$ cat src/rtl/apb_clk_cfg_bridge.sv
// -----------------------------------------------------------------------------
// apb_clk_cfg_bridge
//
// APB slave that forwards single register accesses to one of three clock
// domain configuration ports (soc, per, cluster) over a req/ack handshake,
// and exposes a local STATUS register (synchronised lock bits and a sticky
// timeout flag, write-1-to-clear).
//
// Address map (PADDR[11:7]):
//   0 -> soc, 1 -> per, 2 -> cluster   (register index = PADDR[6:2])
//   3 with PADDR[6:0] == 0 -> STATUS   ([2:0] lock, [8] timeout flag)
//   anything else -> unmapped (PSLVERR=1, PRDATA=0)
//
// Optional feature (macro CLK_CFG_LOCK_WAIT_EN): after a write is
// acknowledged, hold the APB transfer in WAIT_LOCK until the synchronised
// lock of the written domain is high, or time out.
//
// Ports:
//   clk_i, rstn_i              clock, asynchronous active-low reset
//   PADDR/PWDATA/PWRITE/PSEL/PENABLE, PRDATA/PREADY/PSLVERR   APB slave
//   cfg_req_o[2:0]             one-hot request {cluster, per, soc}
//   cfg_ack_i[2:0]             per-domain acknowledge
//   cfg_add_o/cfg_data_o/cfg_wrn_o   shared index, write data, 1=read
//   cfg_lock_i[2:0]            per-domain lock status (asynchronous)
//   *_cfg_r_data_i             per-domain read data, valid with ack
// -----------------------------------------------------------------------------
module apb_clk_cfg_bridge #(
  parameter int unsigned TIMEOUT_CYCLES = 255
) (
  input  logic        clk_i,
  input  logic        rstn_i,
  input  logic [11:0] PADDR,
  input  logic [31:0] PWDATA,
  input  logic        PWRITE,
  input  logic        PSEL,
  input  logic        PENABLE,
  output logic [31:0] PRDATA,
  output logic        PREADY,
  output logic        PSLVERR,
  output logic [2:0]  cfg_req_o,
  input  logic [2:0]  cfg_ack_i,
  output logic [4:0]  cfg_add_o,
  output logic [31:0] cfg_data_o,
  output logic        cfg_wrn_o,
  input  logic [2:0]  cfg_lock_i,
  input  logic [31:0] soc_cfg_r_data_i,
  input  logic [31:0] per_cfg_r_data_i,
  input  logic [31:0] cluster_cfg_r_data_i
);

`ifdef CLK_CFG_LOCK_WAIT_EN
  typedef enum logic [1:0] {IDLE = 2'd0, REQ = 2'd1, RESP = 2'd2, WAIT_LOCK = 2'd3} state_t;
`else
  typedef enum logic [1:0] {IDLE = 2'd0, REQ = 2'd1, RESP = 2'd2} state_t;
`endif

  // A wait state times out on the cycle the counter would reach TIMEOUT_CYCLES,
  // so cfg_req_o (or the lock wait) lasts exactly TIMEOUT_CYCLES cycles.
  localparam logic [7:0] TMO_LAST = 8'(TIMEOUT_CYCLES - 1);

  state_t      state;
  logic [7:0]  tmo_cnt;
  logic        tmo_flag;
  logic [2:0]  sel_q;
  logic [2:0]  lock_meta;
  logic [2:0]  lock_sync;

  logic [2:0]  dom_onehot;
  logic        is_status;
  logic        ack_hit;
  logic        tmo_hit;
  logic [31:0] rdata_mux;

  // Address decode of the current APB access.
  always_comb begin
    // NOTE: every always_comb output gets a default first so no path can
    // leave it unassigned and infer a latch.
    dom_onehot = 3'b000;
    case (PADDR[11:7])
      5'd0:    dom_onehot = 3'b001;
      5'd1:    dom_onehot = 3'b010;
      5'd2:    dom_onehot = 3'b100;
      default: dom_onehot = 3'b000;
    endcase
  end

  assign is_status = (PADDR[11:7] == 5'd3) && (PADDR[6:0] == 7'd0);

  // sel_q outlives cfg_req_o so the lock wait still knows its domain.
  assign ack_hit = |(cfg_ack_i & sel_q);
  assign tmo_hit = (tmo_cnt == TMO_LAST);

  always_comb begin
    rdata_mux = 32'd0;
    case (sel_q)
      3'b001:  rdata_mux = soc_cfg_r_data_i;
      3'b010:  rdata_mux = per_cfg_r_data_i;
      3'b100:  rdata_mux = cluster_cfg_r_data_i;
      default: rdata_mux = 32'd0;
    endcase
  end

  // Two-flop synchroniser for the asynchronous lock inputs.
  always_ff @(posedge clk_i or negedge rstn_i) begin
    // NOTE: sequential state uses non-blocking assignments so every flop
    // samples pre-edge values regardless of statement order.
    if (!rstn_i) begin
      lock_meta <= 3'b000;
      lock_sync <= 3'b000;
    end else begin
      lock_meta <= cfg_lock_i;
      lock_sync <= lock_meta;
    end
  end

`ifdef CLK_CFG_LOCK_WAIT_EN
  logic lock_hit;
  assign lock_hit = |(lock_sync & sel_q);
`endif

  always_ff @(posedge clk_i or negedge rstn_i) begin
    if (!rstn_i) begin
      state      <= IDLE;
      tmo_cnt    <= 8'd0;
      tmo_flag   <= 1'b0;
      sel_q      <= 3'b000;
      cfg_req_o  <= 3'b000;
      cfg_add_o  <= 5'd0;
      cfg_data_o <= 32'd0;
      cfg_wrn_o  <= 1'b1;
      PRDATA     <= 32'd0;
      PREADY     <= 1'b0;
      PSLVERR    <= 1'b0;
    end else begin
      case (state)
        IDLE: begin
          if (PSEL && PENABLE) begin
            if (|dom_onehot) begin
              cfg_add_o  <= PADDR[6:2];
              cfg_data_o <= PWDATA;
              cfg_wrn_o  <= ~PWRITE;
              sel_q      <= dom_onehot;
              cfg_req_o  <= dom_onehot;
              tmo_cnt    <= 8'd0;
              state      <= REQ;
            end else if (is_status) begin
              if (PWRITE) begin
                if (PWDATA[8]) tmo_flag <= 1'b0;
              end else begin
                PRDATA <= {23'd0, tmo_flag, 5'd0, lock_sync};
              end
              PSLVERR <= 1'b0;
              PREADY  <= 1'b1;
              state   <= RESP;
            end else begin
              PRDATA  <= 32'd0;
              PSLVERR <= 1'b1;
              PREADY  <= 1'b1;
              state   <= RESP;
            end
          end
        end

        REQ: begin
          tmo_cnt <= tmo_cnt + 8'd1;
          // Ack is tested first so an ack on the timeout cycle still succeeds.
          if (ack_hit) begin
            cfg_req_o <= 3'b000;
            if (cfg_wrn_o) PRDATA <= rdata_mux;
`ifdef CLK_CFG_LOCK_WAIT_EN
            if (!cfg_wrn_o) begin
              tmo_cnt <= 8'd0;
              state   <= WAIT_LOCK;
            end else begin
              PSLVERR <= 1'b0;
              PREADY  <= 1'b1;
              state   <= RESP;
            end
`else
            PSLVERR <= 1'b0;
            PREADY  <= 1'b1;
            state   <= RESP;
`endif
          end else if (tmo_hit) begin
            cfg_req_o <= 3'b000;
            PRDATA    <= 32'd0;
            PSLVERR   <= 1'b1;
            PREADY    <= 1'b1;
            tmo_flag  <= 1'b1;
            state     <= RESP;
          end
        end

`ifdef CLK_CFG_LOCK_WAIT_EN
        WAIT_LOCK: begin
          tmo_cnt <= tmo_cnt + 8'd1;
          if (lock_hit) begin
            PSLVERR <= 1'b0;
            PREADY  <= 1'b1;
            state   <= RESP;
          end else if (tmo_hit) begin
            PRDATA   <= 32'd0;
            PSLVERR  <= 1'b1;
            PREADY   <= 1'b1;
            tmo_flag <= 1'b1;
            state    <= RESP;
          end
        end
`endif

        RESP: begin
          PREADY  <= 1'b0;
          PSLVERR <= 1'b0;
          state   <= IDLE;
        end

        default: state <= IDLE;
      endcase
    end
  end

endmodule

$ cat config.mk
export PLATFORM = sky130hd
export DESIGN_NAME = apb_clk_cfg_bridge
export DESIGN_NICKNAME = d
export VERILOG_FILES = /design/src/rtl/apb_clk_cfg_bridge.sv
export SDC_FILE = /design/constraint.sdc
export NUM_CORES = 1
export LEC_CHECK = 0
export ABC_AREA = 1
export CAP_MARGIN = 20
export CORE_AREA = 2 2 133 103
export DETAILED_ROUTE_END_ITERATION = 8
export DIE_AREA = 0 0 135 105
export HOLD_SLACK_MARGIN = 0.06
export PLACE_DENSITY = 0.76
export SYNTH_ARGS = -nofsm -noshare
export SYNTH_HDL_FRONTEND = slang
export SYNTH_SLANG_ARGS = --single-unit
$ cat constraint.sdc
create_clock -name clk_i -period 1.95 [get_ports clk_i]
set_clock_uncertainty 0.1 [all_clocks]
set_input_delay 0.39 -clock clk_i [delete_from_list [all_inputs] [get_ports clk_i]]
set_output_delay 0.39 -clock clk_i [all_outputs]
set_load 0.02 [all_outputs]
==> reports/qor.txt, run 1 <==
SYNTHESIS
---------------------------------------------------------------------------------------
Ys Warns                                                                              0
Post-Syn Instances                                                                  718
Number of enable-type register cells in the synthesized netlist                       0
Sequential share of the synthesized area                                          47.3%
Most used DFF post-synth                                                   sky130_fd_sc_hd__dfrtp_1
Unique cell type count in the Yosys netlist                                          31
Total standard cell area after synthesis                                   0.00503 mm^2
Synth Area per Inst                                                           7.01 um^2
Syn nets                                                                            874
Async set or reset register ratio after synthesis                                  100%
Number of synthesized register bits                                                  95

LAYOUT
---------------------------------------------------------------------------------------
Sequential cell area                                                       0.00238 mm^2
Fill cell total of the finished layout                                            1,121
Leading cell types in the layout, fill and taps excluded                   sky130_fd_sc_hd__nand2_1, sky130_fd_sc_hd__clkdlybuf4s50_1, sky130_fd_sc_hd__nor2_1
Total inserted antenna cells                                                          0
Finished Core Util                                                                63.9%
Multi-input gate area                                                      0.00222 mm^2
Final std cells w/o fill                                                          1,144
Final layout net count                                                            1,124
Area added between synthesis and finish                                           62.5%
Proportion of layout cells with a drive suffix above 1                            8.84%
Summed area of non-filler cells in the final layout                        0.00818 mm^2
Most frequent standard cell in the layout excluding fill and tap cells     sky130_fd_sc_hd__nand2_1

PLACE
---------------------------------------------------------------------------------------
Port Buf Inserts                                                                    225
Area post-placement                                                        0.00766 mm^2
Instance count after placement with tap cells included                            1,116
Final weighted congestion of routability-driven global placement                  0.819
Setup slack after placement                                                   -0.222 ns
Half-perimeter wire length after detailed placement                           12,000 um

HOLD PATH
---------------------------------------------------------------------------------------
Hold path startpoint                                                       lock_meta[2]$_DFF_PN0_
End of the worst hold path                                                 lock_sync[2]$_DFF_PN0_
HP Class                                                                        reg2reg
Depth of the worst hold-timing path                                                   0

ROUTE
---------------------------------------------------------------------------------------
Total number of vias                                                              5,246
Detailed-router iteration count before antenna repair                                 4
Antenna-violating nets left                                                           0
Routed wire length                                                            16,300 um
Post-route DRC                                                                        0
Via-per-instance ratio                                                             4.59
Final routed wire length divided by cell count                                  14.3 um
Number of violations reported at the end of detailed-routing iteration 0            304

FLOORPLANNING
---------------------------------------------------------------------------------------
Site Rows                                                                            36
IO Count                                                                            226
Die extent in x                                                                  135 um
Vert. Die Dim                                                                    105 um
Total die area                                                              0.0142 mm^2
Area of the core                                                            0.0128 mm^2
Initial standard-cell utilization of the core                                     39.3%

TIMING
---------------------------------------------------------------------------------------
Final WS setup                                                                0.0743 ns
Final clock period utilization by the worst path                                  96.2%
Worst max-slew margin expressed relative to the limit                             67.3%
Worst hold slack                                                               0.253 ns
Number of failing hold endpoints at the final stage                                   0
Maximum achievable frequency                                                    533 MHz
Setup TNS after final layout                                                       0 ns
Worst Tran Pin Value                                                           0.488 ns
Final setup vio count                                                                 0
Post-route minimum period                                                       1.88 ns
Final Max Tran Viols                                                                  0

SETUP PATH
---------------------------------------------------------------------------------------
Worst path slowest cell                                                    sky130_fd_sc_hd__clkdlybuf4s50_1
Cells along the critical path                                              clkdlybuf4s50_1
Crit path arrival time                                                          1.39 ns
Critical setup path kind                                                        reg2out
Logic depth of the worst register-to-register path                                   12
Source of the worst register-to-register timing path                       state[0]$_DFFE_PN0P_
Element type at the critical path start                                        register
Worst Path Max Fanout                                                                 2
Cell family with the largest share of critical-path delay                  buffers and inverters
Setup crit end kind                                                          output pin
Crit-path max cell delay                                                        0.68 ns
Sum of buffers and inverters on the critical path                                     1
Required time at the worst-slack endpoint                                       1.46 ns
R2R Setup Slk                                                                   0.12 ns
R2R Path End                                                               PRDATA[28]$_DFFE_PN0P_

GLOBAL ROUTE
---------------------------------------------------------------------------------------
Remaining Overflow, GRT                                                               0
Wire length of the first global-routing pass                                  25,200 um
Maximum number of pins on one net before global-route repair                         73
Total GRT Usage                                                                   22.5%
Antenna violations before repair                                                      0
Via count of the first global-routing pass                                        5,116

CLOCK TREE
---------------------------------------------------------------------------------------
TritonCTS clock tree                                                              built
Number of buffers on the longest clock path                                           2
Clk pin slew, worst setup/hold paths                                            0.07 ns
Maximum level of the CTS H-tree                                                       3
Master cell of the clock root buffer                                       sky130_fd_sc_hd__clkbuf_16
Clock latency reported for the late side of the worst-skew pair                 0.35 ns
Sink count of the clock tree                                                         95
CTS Buf Count                                                                         9

PWR
---------------------------------------------------------------------------------------
Maximum resistive drop on vdd                                                  0.689 mV
Static Leak                                                                     4.08 nW
Power after layout                                                              8.11 mW
Power density over cell area                                                991 mW/mm^2

JOB
---------------------------------------------------------------------------------------
MaxCap Viol Count                                                                     0

OUTCOME
---------------------------------------------------------------------------------------
Status                                                                     finished, final reports clean

synth_stat cells, types with 2 or more instances:
| cell | count | area, um^2 |
|---|---|---|
| sky130_fd_sc_hd__dfrtp_1 | 94 | 2350 |
| sky130_fd_sc_hd__nand2_1 | 285 | 1070 |
| sky130_fd_sc_hd__xor2_1 | 4 | 35.0 |
| sky130_fd_sc_hd__nor3_1 | 3 | 15.0 |
| sky130_fd_sc_hd__nand3_1 | 20 | 100 |
| sky130_fd_sc_hd__o21ai_1 | 11 | 55.1 |
| sky130_fd_sc_hd__ha_1 | 5 | 62.6 |
| sky130_fd_sc_hd__nand3_2 | 3 | 30.0 |
| sky130_fd_sc_hd__clkbuf_1 | 8 | 30.0 |
| sky130_fd_sc_hd__inv_1 | 89 | 334 |
| sky130_fd_sc_hd__nand4_1 | 4 | 25.0 |
| sky130_fd_sc_hd__buf_2 | 15 | 75.1 |
| sky130_fd_sc_hd__inv_2 | 2 | 7.51 |
| sky130_fd_sc_hd__buf_4 | 6 | 45.0 |
| sky130_fd_sc_hd__nand2_2 | 2 | 12.5 |
| sky130_fd_sc_hd__nor2_1 | 107 | 402 |
| sky130_fd_sc_hd__o21ai_0 | 46 | 230 |
state kept, by name (all words and copies together), names as in the netlist:
| signal | count |
|---|---|
| PRDATA | 32 |
| PREADY | 1 |
| PSLVERR | 1 |
| cfg_add_o | 5 |
| cfg_data_o | 32 |
| cfg_req_o | 3 |
| cfg_wrn_o | 1 |
| lock_meta | 3 |
| lock_sync | 3 |
| sel_q | 3 |
| state | 2 |
| tmo_cnt | 8 |
| tmo_flag | 1 |
what timing repair did:
item | in CTS | in global routing
endpoints found under the setup margin | 1 | 42
pin swaps | 0 | 4
hold buffers | 1 | 0
gates resized for setup | 1 | 17
cloned | 0 | 4
setup buffers | 0 | 7
hold endpoints to repair | 15 | 0
how the worst max path moves through the flow:
| stage | end | from | depth (start not counted) | slack, ns |
|---|---|---|---|---|
| floorplan | cfg_add_o[4]$_DFFE_PN0P_ | state[0]$_DFFE_PN0P_ | 9 | 0.15 |
| global placement | PRDATA[27]$_DFFE_PN0P_ | PADDR[10] | 10 | -0.17 |
| detailed placement | cfg_data_o[24]$_DFFE_PN0P_ | PADDR[10] | 6 | -0.22 |
| CTS | PRDATA[21]$_DFFE_PN0P_ | sel_q[0]$_DFFE_PN0P_ | 7 | 0.03 |
| global route | PRDATA[10]$_DFFE_PN0P_ | sel_q[2]$_DFFE_PN0P_ | 7 | -0.03 |
| finish | PRDATA[0] | PRDATA[0]$_DFFE_PN0P_ | 1 | 0.07 |
cells by family after synthesis:
family,Yosys count,share of synthesized area [%]
buffers and inverters,120,9.77
adder cells (fa/ha/maj),5,1.24
flip-flops,95,47.3
XOR/XNOR,4,0.696
AO/OA/AOI/OAI,62,6.54
multiplexers,1,0.199
AND/OR/NAND/NOR,431,34.3
final cells by class:
class	instances	share of cell area [%]
Clock inverter	7	0.887
Multi-Input combinational cell	504	27.1
Tap cell	171	2.62
Sequential cell	95	29.1
Timing Repair Buffer	267	33.3
Inverter	91	4.22
Clock buffer	9	2.75
power by group:
group | switching (mW) | internal [mW]
Combinational | 1.86 | 1.83
Clock | 0.856 | 0.906
Sequential | 0.259 | 2.39
per-layer routing:
metal	routed length (um)	global-route usage (%)
met5	0	0
met4	261	6.70
met3	1630	7.91
met2	7510	37.5
met1	6920	27.4
No activity file was read; power rests on OpenSTA's default activity.
==> run 2: changes to the inputs <==
--- a/config.mk
+++ b/config.mk
@@ -7,9 +7,9 @@
 export LEC_CHECK = 0
-export ABC_AREA = 1
 export CAP_MARGIN = 20
-export CORE_AREA = 2 2 133 103
+export CORE_AREA = 2 2 129 100
+export CTS_CLUSTER_DIAMETER = 30
 export DETAILED_ROUTE_END_ITERATION = 8
-export DIE_AREA = 0 0 135 105
+export DIE_AREA = 0 0 131 102
 export HOLD_SLACK_MARGIN = 0.06
-export PLACE_DENSITY = 0.76
+export PLACE_DENSITY = 0.77
 export SYNTH_ARGS = -nofsm -noshare
==> constraint.sdc (replaced) <==
create_clock -name clk_i -period 1.95 [get_ports clk_i]
set_clock_uncertainty 0.1 [all_clocks]
set_input_delay 0.4875 -clock clk_i [delete_from_list [all_inputs] [get_ports clk_i]]
set_output_delay 0.4875 -clock clk_i [all_outputs]
set_load 0.02 [all_outputs]
==> reports/qor.txt, run 2 <==
CLOCK TREE
---------------------------------------------------------------------------------------
Hold_buf cts                                                                          0   -1
Master cell of the clock root buffer                                       sky130_fd_sc_hd__clkbuf_16
TritonCTS clock tree                                                              built
Number of buffers on the longest clock path                                           2   unchanged
Maximum level of the CTS H-tree                                                       3   unchanged
CTS Buf Count                                                                         9   unchanged
Clock latency reported for the late side of the worst-skew pair                 0.33 ns   -0.02 ns
Clk pin slew, worst setup/hold paths                                            0.07 ns   about the same
Sink count of the clock tree                                                         95   unchanged

SETUP PATH
---------------------------------------------------------------------------------------
Crit-path max cell delay                                                        0.39 ns   -0.29 ns
Worst Path Max Fanout                                                                 6   +4
Cells along the critical path                                              clkdlybuf4s15_1 > or3_4 > nor4_4 > and3_4 > a211o_4 > buf_12 > buf_16 > mux2i_1
Element type at the critical path start                                       input pin
Setup crit end kind                                                            register
Required time at the worst-slack endpoint                                       2.11 ns   +0.65 ns
R2R Setup Slk                                                                  -0.06 ns   -0.18 ns
Critical setup path kind                                                         in2reg
Worst path slowest cell                                                    sky130_fd_sc_hd__or3_4
Crit path arrival time                                                          2.17 ns   +0.78 ns

TIMING
---------------------------------------------------------------------------------------
Final WS setup                                                               -0.0690 ns   -0.143 ns
Worst hold slack                                                              0.0947 ns   -0.159 ns
RSZ-0062 raised after global routing                                               true
Post-route minimum period                                                       2.02 ns   +0.143 ns
Final Max Tran Viols                                                                  0   unchanged
Final clock period utilization by the worst path                                   104%   +7.3 points
Number of failing hold endpoints at the final stage                                   0   unchanged
Final setup vio count                                                                18   +18
Worst max-slew margin expressed relative to the limit                             65.6%   -1.8 points
Maximum achievable frequency                                                    495 MHz   -7.1%
Worst Tran Pin Value                                                           0.517 ns   +0.0283 ns

SYNTHESIS
---------------------------------------------------------------------------------------
Synth Area per Inst                                                           10.4 um^2   +48%
Async set or reset register ratio after synthesis                                  100%   unchanged
Most frequent cell after synthesis                                         sky130_fd_sc_hd__dfrtp_1
Top cell types by occurrence after synthesis                               sky130_fd_sc_hd__dfrtp_1, sky130_fd_sc_hd__nand2_1, sky130_fd_sc_hd__o21ai_0
Ys Warns                                                                              0   unchanged
Number of enable-type register cells in the synthesized netlist                       0   unchanged
Sequential share of the synthesized area                                          50.4%   +3.1 points
Unique cell type count in the Yosys netlist                                          40   +29%
Post-Syn Instances                                                                  456   -36%
Syn nets                                                                            612   -30%
Number of synthesized register bits                                                  95   unchanged
Most used DFF post-synth                                                   sky130_fd_sc_hd__dfrtp_1
Total standard cell area after synthesis                                   0.00472 mm^2   -6.1%
Area share of the largest cell type after synthesis                               49.8%   +3.0 points
Cell types with the largest area share after synthesis                     sky130_fd_sc_hd__dfrtp_1, sky130_fd_sc_hd__mux2_2, sky130_fd_sc_hd__nand2_1
Synth area leader                                                          sky130_fd_sc_hd__dfrtp_1

PLACE
---------------------------------------------------------------------------------------
Final weighted congestion of routability-driven global placement                  0.950   +16%
Setup slack after placement                                                   -0.848 ns   -0.626 ns
Port Buf Inserts                                                                    225   unchanged
Half-perimeter wire length after detailed placement                           11,400 um   -4.7%

LAYOUT
---------------------------------------------------------------------------------------
Area added between synthesis and finish                                           73.0%
Leading cell types in the layout, fill and taps excluded                   sky130_fd_sc_hd__clkdlybuf4s50_1, sky130_fd_sc_hd__dfrtp_1, sky130_fd_sc_hd__nand2_1
Most frequent standard cell in the layout excluding fill and tap cells     sky130_fd_sc_hd__clkdlybuf4s50_1
Final layout net count                                                              885   -21%
Proportion of layout cells with a drive suffix above 1                            23.8%   +15 points
Total inserted antenna cells                                                          0   unchanged
Largest registers                                                          PRDATA (32), cfg_data_o (32), tmo_cnt (8)

GLOBAL ROUTE
---------------------------------------------------------------------------------------
Wire length of the first global-routing pass                                  23,400 um   -7.4%
Antenna violations before repair                                                      0   unchanged
Remaining Overflow, GRT                                                               0   unchanged
Via count of the first global-routing pass                                        4,779   -6.6%
Maximum number of pins on one net before global-route repair                         96   +32%
Total GRT Usage                                                                   22.7%   +0.20 points

ROUTE
---------------------------------------------------------------------------------------
Antenna-violating nets left                                                           0   unchanged
Via-per-instance ratio                                                             4.96   +8.3%
Number of violations reported at the end of detailed-routing iteration 0            164   -46%
Post-route DRC                                                                        0   unchanged
Detailed-router iteration count before antenna repair                                 4   unchanged
Total number of vias                                                              4,468   -15%
Final routed wire length divided by cell count                                  17.5 um   +23%
Routed wire length                                                            15,800 um   -3.5%

OUTCOME
---------------------------------------------------------------------------------------
Status                                                                     finished, violations left
Failing checks                                                             setup timing

PWR
---------------------------------------------------------------------------------------
Power density over cell area                                                897 mW/mm^2   -9.5%
Maximum resistive drop on vdd                                                  0.777 mV   +13%
Static Leak                                                                     3.83 nW   -6.1%
Power after layout                                                              7.33 mW   -9.6%

FLOORPLANNING
---------------------------------------------------------------------------------------
Die extent in x                                                                  131 um   -3.0%
IO Count                                                                            226   unchanged
Initial standard-cell utilization of the core                                     39.2%   -0.11 points
Site Rows                                                                            35   -2.8%
Vert. Die Dim                                                                    102 um   -2.9%
Total die area                                                              0.0134 mm^2   -5.7%
Area of the core                                                            0.0120 mm^2   -5.9%

JOB
---------------------------------------------------------------------------------------
MaxCap Viol Count                                                                     0   unchanged

HOLD PATH
---------------------------------------------------------------------------------------
HP Class                                                                       in2async

run 2: changes by cell type in the layout (fill, tap and decap cells not counted), moves of 6 or more:
cell                              previous run  this run
sky130_fd_sc_hd__a22oi_1                     0        33
sky130_fd_sc_hd__buf_4                      30        55
sky130_fd_sc_hd__buf_6                       1         7
sky130_fd_sc_hd__clkdlybuf4s50_1           222       191
sky130_fd_sc_hd__dlymetal6s2s_1              1        20
sky130_fd_sc_hd__inv_1                      85        29
sky130_fd_sc_hd__mux2_2                      0        40
sky130_fd_sc_hd__mux2i_1                     1        26
sky130_fd_sc_hd__nand2_1                   283        79
sky130_fd_sc_hd__nand3_1                    19         1
sky130_fd_sc_hd__nor2_1                    106         8
sky130_fd_sc_hd__o21ai_0                    46        40
sky130_fd_sc_hd__o21ai_1                    11         5
run 2: worst paths after layout:
check / start / end / cells past startpoint
setup / recovery: PADDR[5] / PRDATA[19]$_DFFE_PN0P_ / 8
hold reg to reg: lock_meta[1]$_DFF_PN0_ / lock_sync[1]$_DFF_PN0_ / 0
min in group clk_i: lock_meta[1]$_DFF_PN0_ / lock_sync[1]$_DFF_PN0_ / 0
setup reg to reg: state[0]$_DFFE_PN0P_ / PRDATA[8]$_DFFE_PN0P_ / 8
hold / removal: rstn_i / tmo_cnt[3]$_DFFE_PN0P_ / 2
max in group asynchronous: rstn_i / cfg_data_o[0]$_DFFE_PN0P_ / 2
run 2: cell families after synthesis:
logic type	synth area share [%]
xor gates and xnor gates	0.742
muxes	16.5
DFF	50.4
adders and majority gates	1.32
buffers and inverters	6.12
AOI/OAI and AO/OA	13.0
and+or+nand+nor	11.9
run 2: per-layer routing:
metal / vias up / wire [um] / global-route usage (%)
met5: - / 0 / 0
met4: 0 / 395 / 6.87
met3: 28 / 1260 / 6.18
met2: 171 / 8190 / 41.9
met1: 2139 / 5900 / 25.6
li1: 2130 / - / -
run 2: power by group:
group | total (mW) | switching (mW) | internal (mW)
combinational | 2.93 | 1.30 | 1.62
sequential | 2.63 | 0.241 | 2.39
clock | 1.77 | 0.768 | 1.00
total | 7.33 | 2.31 | 5.02
run 2: critical path: cells and delay by family:
kind,cells,cell delay (ns)
buffers and inverters,3,0.43
AO/OA/AOI/OAI,1,0.17
AND/OR/NAND/NOR,3,0.87
multiplexers,1,0.20
run 2: cell type report:
cell class	count	area, um^2
Fill cell	921	3870
Clock inverter	6	67.6
Tap cell	166	208
Timing Repair Buffer	290	2870
Multi-Input combinational cell	301	2300
Clock buffer	10	229
Inverter	32	120
Sequential cell	95	2380
run 2: timing repair:
action                                  4_1_cts  5_1_grt
resized for setup                            50       64
setup buffers                                 6        5
pin swaps                                    11       17
gates cloned                                  2        0
endpoints found under the setup margin       84       64
run 2: metrics by stage:
| step | instance area, um^2 | utilization, % | setup TNS, ns | std cells |
|---|---|---|---|---|
| floorplan | 4740 | - | -4.22 | 456 |
| global placement | 7460 | 61.9 | -44.60 | 871 |
| detailed placement | 7460 | 61.9 | -49.96 | 871 |
| CTS | 7960 | 66.1 | -2.56 | 895 |
| global route | 8170 | 67.8 | -2.75 | 900 |
| finish | 8170 | 67.8 | -0.705 | 900 |
==> run 3: changes to the inputs <==
CAP_MARGIN = unset   (was 20)
GPL_TIMING_DRIVEN = 0   (was unset)
==> reports/qor.txt, run 3 (synthesis results as in run 2) <==
CLOCK TREE
---------------------------------------------------------------------------------------
Sink count of the clock tree                                                         95   unchanged
Master cell of the clock root buffer                                       sky130_fd_sc_hd__clkbuf_16
Number of buffers on the longest clock path                                           2   unchanged
TritonCTS clock tree                                                              built
CTS Buf Count                                                                         9   unchanged
Clock latency reported for the late side of the worst-skew pair                 0.34 ns   about the same
Hold_buf cts                                                                          0   unchanged
Clk pin slew, worst setup/hold paths                                            0.07 ns   about the same
Maximum level of the CTS H-tree                                                       3   unchanged

PWR
---------------------------------------------------------------------------------------
Maximum resistive drop on vdd                                                  0.635 mV   -18%
Design internal power                                                           4.88 mW   -2.7%
Sequential power share                                                            37.0%   +1.1 points
Clock network fraction of design power                                            25.2%   +1.0 points
Switching share of power                                                          31.6%   +0.044 points
Power density over cell area                                                896 mW/mm^2   about the same
Static Leak                                                                     3.71 nW   -3.1%
Gate power share                                                                  37.8%   -2.1 points
Net Sw Power                                                                    2.25 mW   -2.5%

ROUTE
---------------------------------------------------------------------------------------
Routed wire length                                                            15,200 um   -3.7%
Post-route DRC                                                                        0   unchanged
Number of violations reported at the end of detailed-routing iteration 0            224   +37%
Final routed wire length divided by cell count                                  17.1 um   -2.5%
Detailed-router iteration count before antenna repair                                 4   unchanged
Total number of vias                                                              4,440   -0.63%
Antenna-violating nets left                                                           0   unchanged
Via-per-instance ratio                                                             4.99   +0.60%

TIMING
---------------------------------------------------------------------------------------
Number of failing hold endpoints at the final stage                                   0   unchanged
Final WS setup                                                                -0.224 ns   -0.155 ns
RSZ-0062 raised after global routing                                               true
Final setup vio count                                                                32   +14
Worst max-slew margin expressed relative to the limit                             58.8%   -6.8 points
Worst Tran Pin Value                                                           0.618 ns   +0.102 ns
Setup TNS after final layout                                                   -4.64 ns   -3.93 ns
Worst hold slack                                                              0.0427 ns   -0.0520 ns
Post-route minimum period                                                       2.17 ns   +0.155 ns
Final clock period utilization by the worst path                                   111%   +7.9 points
Maximum achievable frequency                                                    460 MHz   -7.1%
Final Max Tran Viols                                                                  0   unchanged

GLOBAL ROUTE
---------------------------------------------------------------------------------------
Antenna violations before repair                                                      0   unchanged
Remaining Overflow, GRT                                                               0   unchanged
Via count of the first global-routing pass                                        4,406   -7.8%
Wire length of the first global-routing pass                                  22,100 um   -5.3%
Maximum number of pins on one net before global-route repair                         50   -48%
Total GRT Usage                                                                   21.7%   -0.92 points

SETUP PATH
---------------------------------------------------------------------------------------
R2R Path End                                                               PRDATA[8]$_DFFE_PN0P_
Worst Path Max Fanout                                                                 8   +2
Setup crit end kind                                                            register
Logic depth of the worst register-to-register path                                   10   +2
Worst path slowest cell                                                    sky130_fd_sc_hd__or4_4
Required time at the worst-slack endpoint                                       2.07 ns   -0.04 ns
R2R Setup Slk                                                                  -0.14 ns   -0.08 ns
Critical setup path kind                                                         in2reg
Cell repeated most along the worst path                                    sky130_fd_sc_hd__buf_6
Source of the worst register-to-register timing path                       state[1]$_DFFE_PN0P_
Crit-path max cell delay                                                        0.55 ns   +0.16 ns
Crit path arrival time                                                          2.29 ns   +0.12 ns
Cells along the critical path                                              buf_6 > or4_4 > nor4_4 > and3_4 > a211o_1 > buf_6 > buf_12 > mux2_4
Element type at the critical path start                                       input pin

FLOORPLANNING
---------------------------------------------------------------------------------------
IO Count                                                                            226   unchanged
Initial standard-cell utilization of the core                                     39.2%   unchanged
Total die area                                                              0.0134 mm^2   unchanged
Vert. Die Dim                                                                    102 um   unchanged
Die extent in x                                                                  131 um   unchanged
Site Rows                                                                            35   unchanged
Area of the core                                                            0.0120 mm^2   unchanged

PLACE
---------------------------------------------------------------------------------------
Final weighted congestion of routability-driven global placement                  0.932   -1.9%
Port Buf Inserts                                                                    225   unchanged
Half-perimeter wire length after detailed placement                           11,300 um   -1.7%
Instance count after placement with tap cells included                              848   -2.6%
Area post-placement                                                        0.00722 mm^2   -3.1%

LAYOUT
---------------------------------------------------------------------------------------
Leading cell types in the layout, fill and taps excluded                   sky130_fd_sc_hd__clkdlybuf4s50_1, sky130_fd_sc_hd__dfrtp_1, sky130_fd_sc_hd__nand2_1
Finished Core Util                                                                66.1%   -1.8 points
Most frequent standard cell in the layout excluding fill and tap cells     sky130_fd_sc_hd__clkdlybuf4s50_1
Total inserted antenna cells                                                          0   unchanged
Summed area of non-filler cells in the final layout                        0.00796 mm^2   -2.6%
Largest registers                                                          PRDATA (32), cfg_data_o (32), tmo_cnt (8)
Proportion of layout cells with a drive suffix above 1                            21.6%   -2.3 points
Area added between synthesis and finish                                           68.5%
Final layout net count                                                              874   -1.2%
Final std cells w/o fill                                                            889   -1.2%

JOB
---------------------------------------------------------------------------------------
MaxCap Viol Count                                                                     0   unchanged

OUTCOME
---------------------------------------------------------------------------------------
Status                                                                     finished, violations left
Failing checks                                                             setup timing

HOLD PATH
---------------------------------------------------------------------------------------
HP Class                                                                       in2async

run 3: per-stage QoR:
stage | total power, mW | setup WS (ns)
6_report | 7.13 | -0.224
5_1_grt | 7.49 | -0.271
4_1_cts | 7.02 | -0.238
3_5_place_dp | 5.11 | -0.943
3_3_place_gp | 5.04 | -3.18
2_1_floorplan | 3.84 | -0.269
run 3: worst max-delay path by stage:
stage | startpoint | end | slack, ns | cells after the start
floorplan | PADDR[1] | PRDATA[2]$_DFFE_PN0P_ | -0.27 | 7
global placement | rstn_i | PRDATA[24]$_DFFE_PN0P_ | -3.18 | 1
detailed placement | PADDR[4] | PRDATA[2]$_DFFE_PN0P_ | -0.94 | 8
CTS | PADDR[0] | PRDATA[8]$_DFFE_PN0P_ | -0.24 | 8
global route | PADDR[6] | PRDATA[2]$_DFFE_PN0P_ | -0.27 | 8
finish | PADDR[6] | PRDATA[8]$_DFFE_PN0P_ | -0.22 | 8
run 3: timing repair:
item                       CTS  global route
resized for setup           51            74
setup endpoints to repair   87            97
setup buffers               12            13
pin swaps                    9            15
run 3: cell type report:
type                    count  area, um^2
fillers                   958        4080
repair buffers            251        2490
flip-flops and latches     95        2380
multi-input cells         301        2230
plain buffers              28         230
clock buffers               9         225
well taps                 166         208
inverters                  32         120
clock inverters             7        75.1
run 3: power by group through the flow:
stage | Sequential [mW] | Clock, mW | Combinational (mW)
floorplan | 3.05 | 0 | 0.790
global placement | 2.65 | 0 | 2.40
detailed placement | 2.67 | 0 | 2.44
CTS | 2.64 | 1.84 | 2.54
global route | 2.69 | 1.94 | 2.86
finish | 2.64 | 1.80 | 2.70
run 3: worst max-delay path, delay by kind of cell:
kind                   cells  cell delay, ns
and+or+nand+nor            3            1.01
buffers and inverters      3            0.36
AOI/OAI and AO/OA          1            0.14
muxes                      1            0.30
run 3: routing by layer:
metal / up-vias / wire (um) / global-route usage (%)
met4: 0 / 403 / 7.94
met3: 29 / 1050 / 6.81
met5: - / 0 / 0
li1: 2105 / - / -
met1: 2131 / 6160 / 25.7
met2: 175 / 7550 / 37.5
